## config.mk

```make
export PLATFORM = sky130hd
export DESIGN_NAME = signature_serializer
export DESIGN_NICKNAME = d
export VERILOG_FILES = /design/src/rtl/signature_serializer.sv
export SDC_FILE = /design/constraint.sdc
export NUM_CORES = 1
export LEC_CHECK = 0
export ABC_AREA = 0
export BUFFER_PORTS_ARGS = -buffer_cell sky130_fd_sc_hd__buf_4
export CAP_MARGIN = 10
export CORE_MARGIN = 5
export CORE_UTILIZATION = 35
export CTS_CLUSTER_DIAMETER = 40
export DETAILED_ROUTE_END_ITERATION = 10
export PLACE_DENSITY = 0.61
export SLEW_MARGIN = 20
export SYNTH_ARGS = -nofsm -noshare
export SYNTH_HDL_FRONTEND = slang
export SYNTH_SLANG_ARGS = --single-unit
```

## constraint.sdc

```tcl
create_clock -name clk -period 6.6 [get_ports clk]
set_input_delay 1.32 -clock clk [delete_from_list [all_inputs] [get_ports clk]]
set_output_delay 1.32 -clock clk [all_outputs]
set_load 0.02 [all_outputs]
```

## src/rtl/signature_serializer.sv

```systemverilog
// Signature serializer: streams a constant signature word out OUT_W bits per
// beat under an advance enable, with selectable bit order and one-shot or
// looping playback. Drives the signature/ID readout pins.
module signature_serializer #(
  parameter int unsigned         SIG_BITS   = 256,
  parameter logic [SIG_BITS-1:0] SIG_VALUE  = "Luke Vassallo Tiny Tapeout 2023.",
  parameter int unsigned         OUT_W      = 1,
  parameter bit                  AUTO_START = 1'b1,
  parameter int unsigned         IDX_W      = $clog2(SIG_BITS / OUT_W)
) (
  input  logic             clk,
  input  logic             reset,
  input  logic             ld,
  input  logic             en,
  input  logic             loop,
  input  logic             lsb_first,
  output logic [OUT_W-1:0] q,
  output logic             q_valid,
  output logic             done,
  output logic             wrap,
  output logic [IDX_W-1:0] beat_idx
);

  localparam int unsigned    N     = SIG_BITS / OUT_W;
  localparam int unsigned    SH_W  = $clog2(SIG_BITS) + 1;
  localparam logic [IDX_W-1:0] LAST = IDX_W'(N - 1);

  // Reject geometries that cannot be split into at least two whole beats.
  if ((SIG_BITS % OUT_W) != 0 || N < 2 ||
      !(OUT_W == 1 || OUT_W == 2 || OUT_W == 4 || OUT_W == 8 ||
        OUT_W == 16 || OUT_W == 32)) begin : g_param_err
    $error("signature_serializer: illegal SIG_BITS/OUT_W combination");
  end

  typedef enum logic [1:0] {
    IDLE = 2'd0,
    RUN  = 2'd1,
    DONE = 2'd2
  } state_t;

  localparam state_t RESET_STATE = AUTO_START ? RUN : IDLE;

  state_t           state;
  state_t           state_d;
  logic [IDX_W-1:0] beat_d;
  logic             loop_r;
  logic             loop_d;
  logic             lsb_r;
  logic             lsb_d;
  logic             wrap_d;

  logic [SH_W-1:0]     shamt;
  logic [SIG_BITS-1:0] msb_word;
  logic [SIG_BITS-1:0] lsb_word;

  // State and playback registers; reset may strike at any time.
  always_ff @(posedge clk or posedge reset) begin
    if (reset) begin
      state    <= RESET_STATE;
      beat_idx <= '0;
      loop_r   <= 1'b0;
      lsb_r    <= 1'b0;
      wrap     <= 1'b0;
    end else begin
      state    <= state_d;
      beat_idx <= beat_d;
      loop_r   <= loop_d;
      lsb_r    <= lsb_d;
      wrap     <= wrap_d;
    end
  end

  // Next-state logic: ld restarts and wins over en; en advances only in RUN.
  always_comb begin
    state_d = state;
    beat_d  = beat_idx;
    loop_d  = loop_r;
    lsb_d   = lsb_r;
    wrap_d  = 1'b0;
    if (ld) begin
      state_d = RUN;
      beat_d  = '0;
      loop_d  = loop;
      lsb_d   = lsb_first;
    end else if (en && state == RUN) begin
      if (beat_idx == LAST) begin
        if (loop_r) begin
          beat_d = '0;
          wrap_d = 1'b1;
        end else begin
          state_d = DONE;
        end
      end else begin
        beat_d = beat_idx + IDX_W'(1);
      end
    end
  end

  // Beat selection: shift the signature so the current beat lands at an end.
  always_comb begin
    shamt    = SH_W'(beat_idx) * SH_W'(OUT_W);
    msb_word = SIG_VALUE << shamt;
    lsb_word = SIG_VALUE >> shamt;
    q        = '0;
    if (state == RUN) begin
      q = lsb_r ? lsb_word[OUT_W-1:0] : msb_word[SIG_BITS-1 -: OUT_W];
    end
  end

  // Status flags follow the state register directly.
  assign q_valid = (state == RUN);
  assign done    = (state == DONE);

endmodule

```

==> results by group, run 1 <==
Cells and area
  • Final Util: 38.8%
  • Most frequent cells in the layout: nand2_1 (26), buf_4 (20), nor2_1 (14)
  • N_diodes: 0
  • Synth-to-layout area growth: 8.80%
  • Layout cells sized above 1: 14.0%
  • Design area: about 1800 sq um
  • Commonest non-fill, non-tap cell in the layout: nand2_1
  • Fillcell total: between 400 and 500
  • Sequential Area: 327 sq um
  • Layout Nets: 243
  • Multi-input logic area: 1180 sq um

STA
  • WHS: 0.476 ns
  • Slew headroom: 51.7%
  • Tmin final: 4.54 ns
  • Hold Fails Final Rpt: 0
  • Tcrit/Tclk final: a little under 70%
  • Slew Viols, Final: 0
  • Final setup vio count: 0
  • Setup TNS: 0 ns
  • Worst Skew: about 0.0028 ns
  • Fmax: between 0.2 and 0.25 GHz
  • Worst-margin pin slew: just over 0.7 ns
  • Unrepaired setup endpoints after global routing: false

Route
  • Vias per inst: 6.21
  • Via count: around 1800
  • DRT antenna net count: 0
  • Drt wl/cell: between 15 and 20 um
  • DR iter-0 viols: roughly 410
  • DR pass1 iterations: 6
  • Total Wirelength: approximately 4.7 mm
  • Residual DRC: 0

Yosys
  • Register area share after synthesis: between 10% and 20%
  • Synth area leader: dfrtp_1
  • Synth warn: 0
  • Synthesized area: approximately 1700 sq um
  • Netlist cell types: 61
  • Asr flop ratio synth: between 90% and 100%
  • Synth area leaders: dfrtp_1 (18%), ha_1 (6.0%), nand2_1 (5.9%), nor2b_1 (4.9%), a21oi_1 (3.6%)
  • Syn_area_per_cell: roughly 7.5 sq um
  • Top cell type's share of synthesized area: approximately 18%
  • Number of synthesized flops with an enable pin: 0
  • Seq cells post-synth: 13
  • Ys flop type: dfrtp_1
  • Syn Inst Count: between 200 and 250
  • Synth Net Count: 236

Floorplan
  • Initial Utilization: between 30% and 40%
  • Die area: between 6000 and 7000 sq um
  • Core Region: roughly 4700 sq um
  • Die Y: a little under 80 um
  • Row count: 25
  • I/O pin total: 18
  • Die W: 78.9 um

Clock tree
  • CTS Buffer Depth: 2
  • Post-CTS setup buffers: 0
  • Clk slew on worst S/H paths: 0.05 ns
  • Post_cts resized: 0
  • CTS root buffer: clkbuf_8
  • Num CTS Buffers: 3
  • H-Tree Depth: 1
  • Skew-Pair Late Insertion Delay: 0.24 ns
  • CTS tree: yes
  • Clock Sinks: 13
  • Cts hold-fix bufs: 0

Worst setup path
  • Arrival time of the worst setup path: 3.22 ns
  • Worst R2R End: beat_idx[6]
  • Critical-path top delay cell: dfrtp_1
  • Buf/Inv on CP: 2
  • CP Cell Sequence: clkinv_1 > ha_1 > or2b_1 > and3_1 > o311ai_1 > a31oi_1 > a22oi_2 > o211ai_2 > buf_4
  • Reg2Reg Setup Slack: 4.14 ns
  • Worst Path Required: between 5 and 6 ns
  • Reg2Reg Depth: 7
  • CP max stage delay: roughly 0.7 ns
  • Startpoint type of the worst setup path: register
  • Max FO, Critical Path: 19
  • Critical Path End Type: primary output
  • CP Class: reg2out
  • CP delay by family, top: compound AO/OA/AOI/OAI gates
  • FF-to-FF Start: beat_idx[2]

Power and ir drop
  • Worst VDD drop: 0.108 mV
  • Leak: 0.720 nW
  • Pwr Total: about 0.00022 W
  • PwrDens: 122 nW/um^2

GRT
  • Gr usage total: between 15 and 20%
  • Wire length of the first global-routing pass: 7.67 mm
  • Initial antenna violation count: 0
  • Pin count of the biggest net entering global routing: between 40 and 50
  • Total grt overflow: 0
  • Number of global-route vias before repair: between 1500 and 2000

Run status
  • Status: finished clean

Flow run
  • Max_cap viols: 0

Placed design
  • Post-DP HPWL: around 3.3 mm
  • Routability cong.: 0.876
  • IO buf count: 17
  • Area after DPL: roughly 1800 sq um

Hold path
  • Hold Path Depth: 2
  • Min-Delay Endpoint: state[0]
  • Hold path start: state[0]
  • Hold crit path type: reg2reg
[worst min-delay path: cells and delay by family, from the launching register on]
kind / cells / cell delay, ns
flops: 1 / 0.37
simple gates: 2 / 0.10
[state kept, by name (all words and copies together) (netlist names)]
register and count:
beat_idx 8, lsb_r 1, wrap 1, state 2
loop_r 1
[worst max-delay path by stage]
stage	from	endpoint	slack, ns	depth (start not counted)
after global placement	beat_idx[1]	q	2.47	9
final	beat_idx[1]	q	2.06	9
after detailed placement	beat_idx[1]	q	2.39	9
after CTS	beat_idx[1]	q	2.10	9
after global routing	beat_idx[1]	q	1.87	9
after floorplan	beat_idx[1]	q	2.81	9
[cells in the mapped netlist, types with 2 or more instances]
cell type / number
nor3_1: 4
a31oi_1: 5
or3_1: 4
o31ai_1: 6
clkbuf_1: 4
nand2b_1: 7
nor2b_1: 13
o211ai_1: 6
and3_1: 2
ha_1: 8
buf_2: 8
nand2_1: 26
nand4_1: 3
nand3_1: 9
o22ai_1: 2
nand3b_1: 2
o311ai_1: 4
a211o_1: 2
buf_6: 3
a221oi_1: 2
inv_1: 8
a211oi_1: 5
o21ai_0: 7
o21ai_1: 2
a21oi_1: 12
and2_1: 3
xnor2_1: 2
xor2_1: 2
mux2_2: 2
nor2_1: 14
o2111ai_1: 2
dfrtp_1: 12
mux2i_1: 2
a311o_1: 2
[routing by layer]
| layer | GRT usage, % | vias to the layer above | share of wire [%] |
|---|---|---|---|
| met5 | 0 | - | 0 |
| met4 | 7.04 | 0 | 3.1 |
| met3 | 2.04 | 17 | 6.2 |
| met2 | 23.3 | 90 | 45 |
| met1 | 21.3 | 816 | 46 |
| li1 | - | 828 | - |
[cell type report]
type / count / area share (%)
Inverter: 10 / 2.07
Timing Repair Buffer: 20 / 8.30
Clock buffer: 4 / 2.49
Multi-Input combinational cell: 181 / 65.4
Tap cell: 54 / 3.73
Sequential cell: 13 / 18.0
[cell families after synthesis]
group | Yosys count | synth area share (%)
fa+ha+maj | 8 | 6.02
mux | 4 | 2.56
compound gates | 69 | 30.0
xor+xnor | 4 | 2.11
simple gates | 96 | 30.4
buf+inv | 28 | 9.25
flops | 13 | 19.6
[power breakdown]
part | total (W) | internal, W | switching, W
Combinational | 0.0000622 | 0.0000259 | 0.0000363
Clock | 0.0000705 | 0.0000426 | 0.0000278
Sequential | 0.0000883 | 0.0000819 | 0.00000640
Total | 0.000221 | 0.000150 | 0.0000706
[metrics by stage]
stage          cells  worst slack [ns]
6_report         282              2.06
4_1_cts          282              2.10
2_1_floorplan    222              2.81
5_1_grt          282              1.87
3_5_place_dp     278              2.39
3_3_place_gp     278              2.47
Power figures use the tool's default switching activity.
==> run 2: changes to the inputs <==
- clock period: 6.6 -> 4.2 ns (I/O delays scaled with it)
==> results by group, run 2 (synthesized netlist as in run 1, its figures left out) <==
STA
  • Slew headroom: 32.5% (was 51.7%)
  • Tcrit/Tclk final: a little over four fifths
  • Tmin final: 3.55 ns
  • Worst Skew: 0.00374 ns (was 0.00282 ns)
  • Setup TNS: 0 ns (unchanged)
  • Fmax: 0.282 GHz
  • Unrepaired setup endpoints after global routing: false (unchanged)
  • Final setup vio count: 0 (unchanged)
  • Hold Fails Final Rpt: 0 (unchanged)
  • Worst-margin pin slew: 1.01 ns (was 0.725 ns)
  • Slew Viols, Final: 0 (unchanged)

Cells and area
  • Multi-input logic area: 1180 sq um (unchanged)
  • N_diodes: 0 (unchanged)
  • Max reg flops: 8 (unchanged)
  • Most flop-heavy register: beat_idx (unchanged)
  • Final Util: 39.1% (was 38.8%)
  • Fin cells: 284 (was 282)
  • Fillcell total: 470 (was 481)
  • Synth-to-layout area growth: 9.71% (was 8.80%)
  • Most frequent cells in the layout: nand2_1 (26), buf_4 (22), nor2_1 (14) (was nand2_1 (26), buf_4 (20), nor2_1 (14))
  • Commonest non-fill, non-tap cell in the layout: nand2_1 (unchanged)
  • Layout cells sized above 1: 14.8% (was 14.0%)
  • Regs by FF count: beat_idx (8), state (2) (unchanged)
  • Layout Nets: 245 (was 243)
  • Sequential Area: 327 sq um (unchanged)

Floorplan
  • Core Region: 4660 sq um (unchanged)
  • Die area: 6230 sq um (unchanged)
  • Initial Utilization: 35.7% (unchanged)
  • I/O pin total: 18 (unchanged)
  • Die W: 78.9 um (unchanged)
  • Die Y: 78.9 um (unchanged)
  • Row count: 25 (unchanged)

Worst setup path
  • Reg2Reg Setup Slack: 1.64 ns (was 4.14 ns)
  • Critical Path End Type: primary output (unchanged)
  • Buf/Inv on CP: 2 (unchanged)
  • Worst Path Required: 3.36 ns (was 5.28 ns)
  • Arrival time of the worst setup path: 2.71 ns (was 3.22 ns)
  • CP max stage delay: 0.48 ns (was 0.69 ns)
  • Worst Setup SP: beat_idx[0] (was beat_idx[1])
  • Worst R2R End: beat_idx[6] (unchanged)
  • CP Class: reg2out (unchanged)
  • Reg2Reg Depth: 7 (unchanged)
  • CP endpoint: q (unchanged)
  • Max FO, Critical Path: 16 (was 19)
  • CP Cell Sequence: inv_1 > ha_1 > and2_1 > a2111oi_0 > o22ai_1 > nand4_1 > o211ai_2 > buf_4 (was clkinv_1 > ha_1 > or2b_1 > and3_1 > o311ai_1 > a31oi_1 > a22oi_2 > o211ai_2 > buf_4)
  • CP delay by family, top: compound AO/OA/AOI/OAI gates (unchanged)
  • FF-to-FF Start: beat_idx[2] (unchanged)
  • Critical-path top delay cell: a2111oi_0 (was dfrtp_1)
  • Startpoint type of the worst setup path: register (unchanged)
  • Crit path depth: 8 (was 9)

Clock tree
  • CTS tree: yes (unchanged)
  • H-Tree Depth: 1 (unchanged)
  • Post-CTS setup buffers: 0 (unchanged)
  • Cts hold-fix bufs: 0 (unchanged)
  • Clock Sinks: 13 (unchanged)
  • Clk slew on worst S/H paths: 0.05 ns (about the same)
  • CTS Buffer Depth: 2 (unchanged)
  • Skew-Pair Late Insertion Delay: 0.24 ns (about the same)
  • Post_cts resized: 0 (unchanged)
  • Num CTS Buffers: 3 (unchanged)
  • CTS root buffer: clkbuf_8 (unchanged)

GRT
  • Gr usage total: 16.1% (was 15.3%)
  • Pin count of the biggest net entering global routing: 39 (was 42)
  • Initial antenna violation count: 0 (unchanged)
  • Number of global-route vias before repair: 1662 (was 1563)
  • Total grt overflow: 0 (unchanged)
  • Wire length of the first global-routing pass: 8.19 mm (was 7.67 mm)

Power and ir drop
  • PwrDens: 191 nW/um^2 (was 122 nW/um^2)
  • Leak: 0.731 nW (was 0.720 nW)
  • Worst VDD drop: 0.167 mV (was 0.108 mV)
  • Pwr Total: 0.000348 W (was 0.000221 W)

Placed design
  • Routability cong.: 0.939 (was 0.876)
  • Dpl cells: 280 (was 278)
  • IO buf count: 17 (unchanged)
  • Post-DP HPWL: 3.37 mm (was 3.27 mm)

Route
  • Vias per inst: 6.21 (about the same)
  • Via count: 1765 (was 1751)
  • Drt wl/cell: 16.5 um (was 16.7 um)
  • DRT antenna net count: 0 (unchanged)
  • Residual DRC: 0 (unchanged)
  • Total Wirelength: 4.70 mm (was 4.71 mm)
  • DR iter-0 viols: 399 (was 409)
  • DR pass1 iterations: 4 (was 6)

Run status
  • Status: finished clean (unchanged)

Flow run
  • Max_cap viols: 0 (unchanged)

Hold path
  • Hold crit path type: reg2reg (unchanged)
## run 2: area by class of cell
type | instances | share of cell area (%)
Multi-Input combinational cell | 181 | 64.8
Clock buffer | 4 | 2.47
Sequential cell | 13 | 17.9
Timing Repair Buffer | 22 | 9.05
Tap cell | 54 | 3.70
Inverter | 10 | 2.06
## run 2: where the power goes
| part | switching [W] | total (W) | internal, W |
|---|---|---|---|
| sequential | 0.00000441 | 0.000133 | 0.000129 |
| clock | 0.0000420 | 0.000109 | 0.0000668 |
| combinational | 0.0000641 | 0.000106 | 0.0000424 |
| total | 0.000110 | 0.000348 | 0.000238 |
## run 2: per-stage QoR
| step | instance area (sq um) | worst slack, ns | hold WS, ns |
|---|---|---|---|
| after CTS | 1820 | 0.690 | 0.477 |
| after global routing | 1820 | 0.395 | 0.501 |
| after detailed placement | 1780 | 0.950 | 0.470 |
| after floorplan | 1660 | 0.893 | 0.449 |
| final | 1820 | 0.653 | 0.478 |
| after global placement | 1780 | 0.941 | 0.464 |
## run 2: how the worst min path moves through the flow
stage	from	end	slack [ns]	depth (start not counted)
floorplan	state[0]	state[0]	0.45	2
global placement	state[0]	state[0]	0.46	2
detailed placement	state[0]	state[0]	0.47	2
CTS	state[0]	state[0]	0.48	2
global route	state[0]	state[0]	0.50	2
finish	state[0]	state[0]	0.48	2
## run 2: routing by layer
metal / up-vias / wire length, um / track usage, % / share of wire, %
met5: - / 0 / 0 / 0
met4: 0 / 179 / 7.90 / 3.8
met3: 21 / 320 / 2.27 / 6.8
met2: 96 / 2190 / 24.3 / 47
met1: 808 / 2010 / 22.3 / 43
li1: 840 / - / - / -
## run 2: worst register-to-register path: stages, from the launching register on
cell and delay (ns):
dfrtp_1 0.98, buf_4 0.32, nand4_1 0.14, o31ai_1 0.39
and2_1 0.27, or3_1 0.15, xor2_1 0.16, nor2_1 0.05
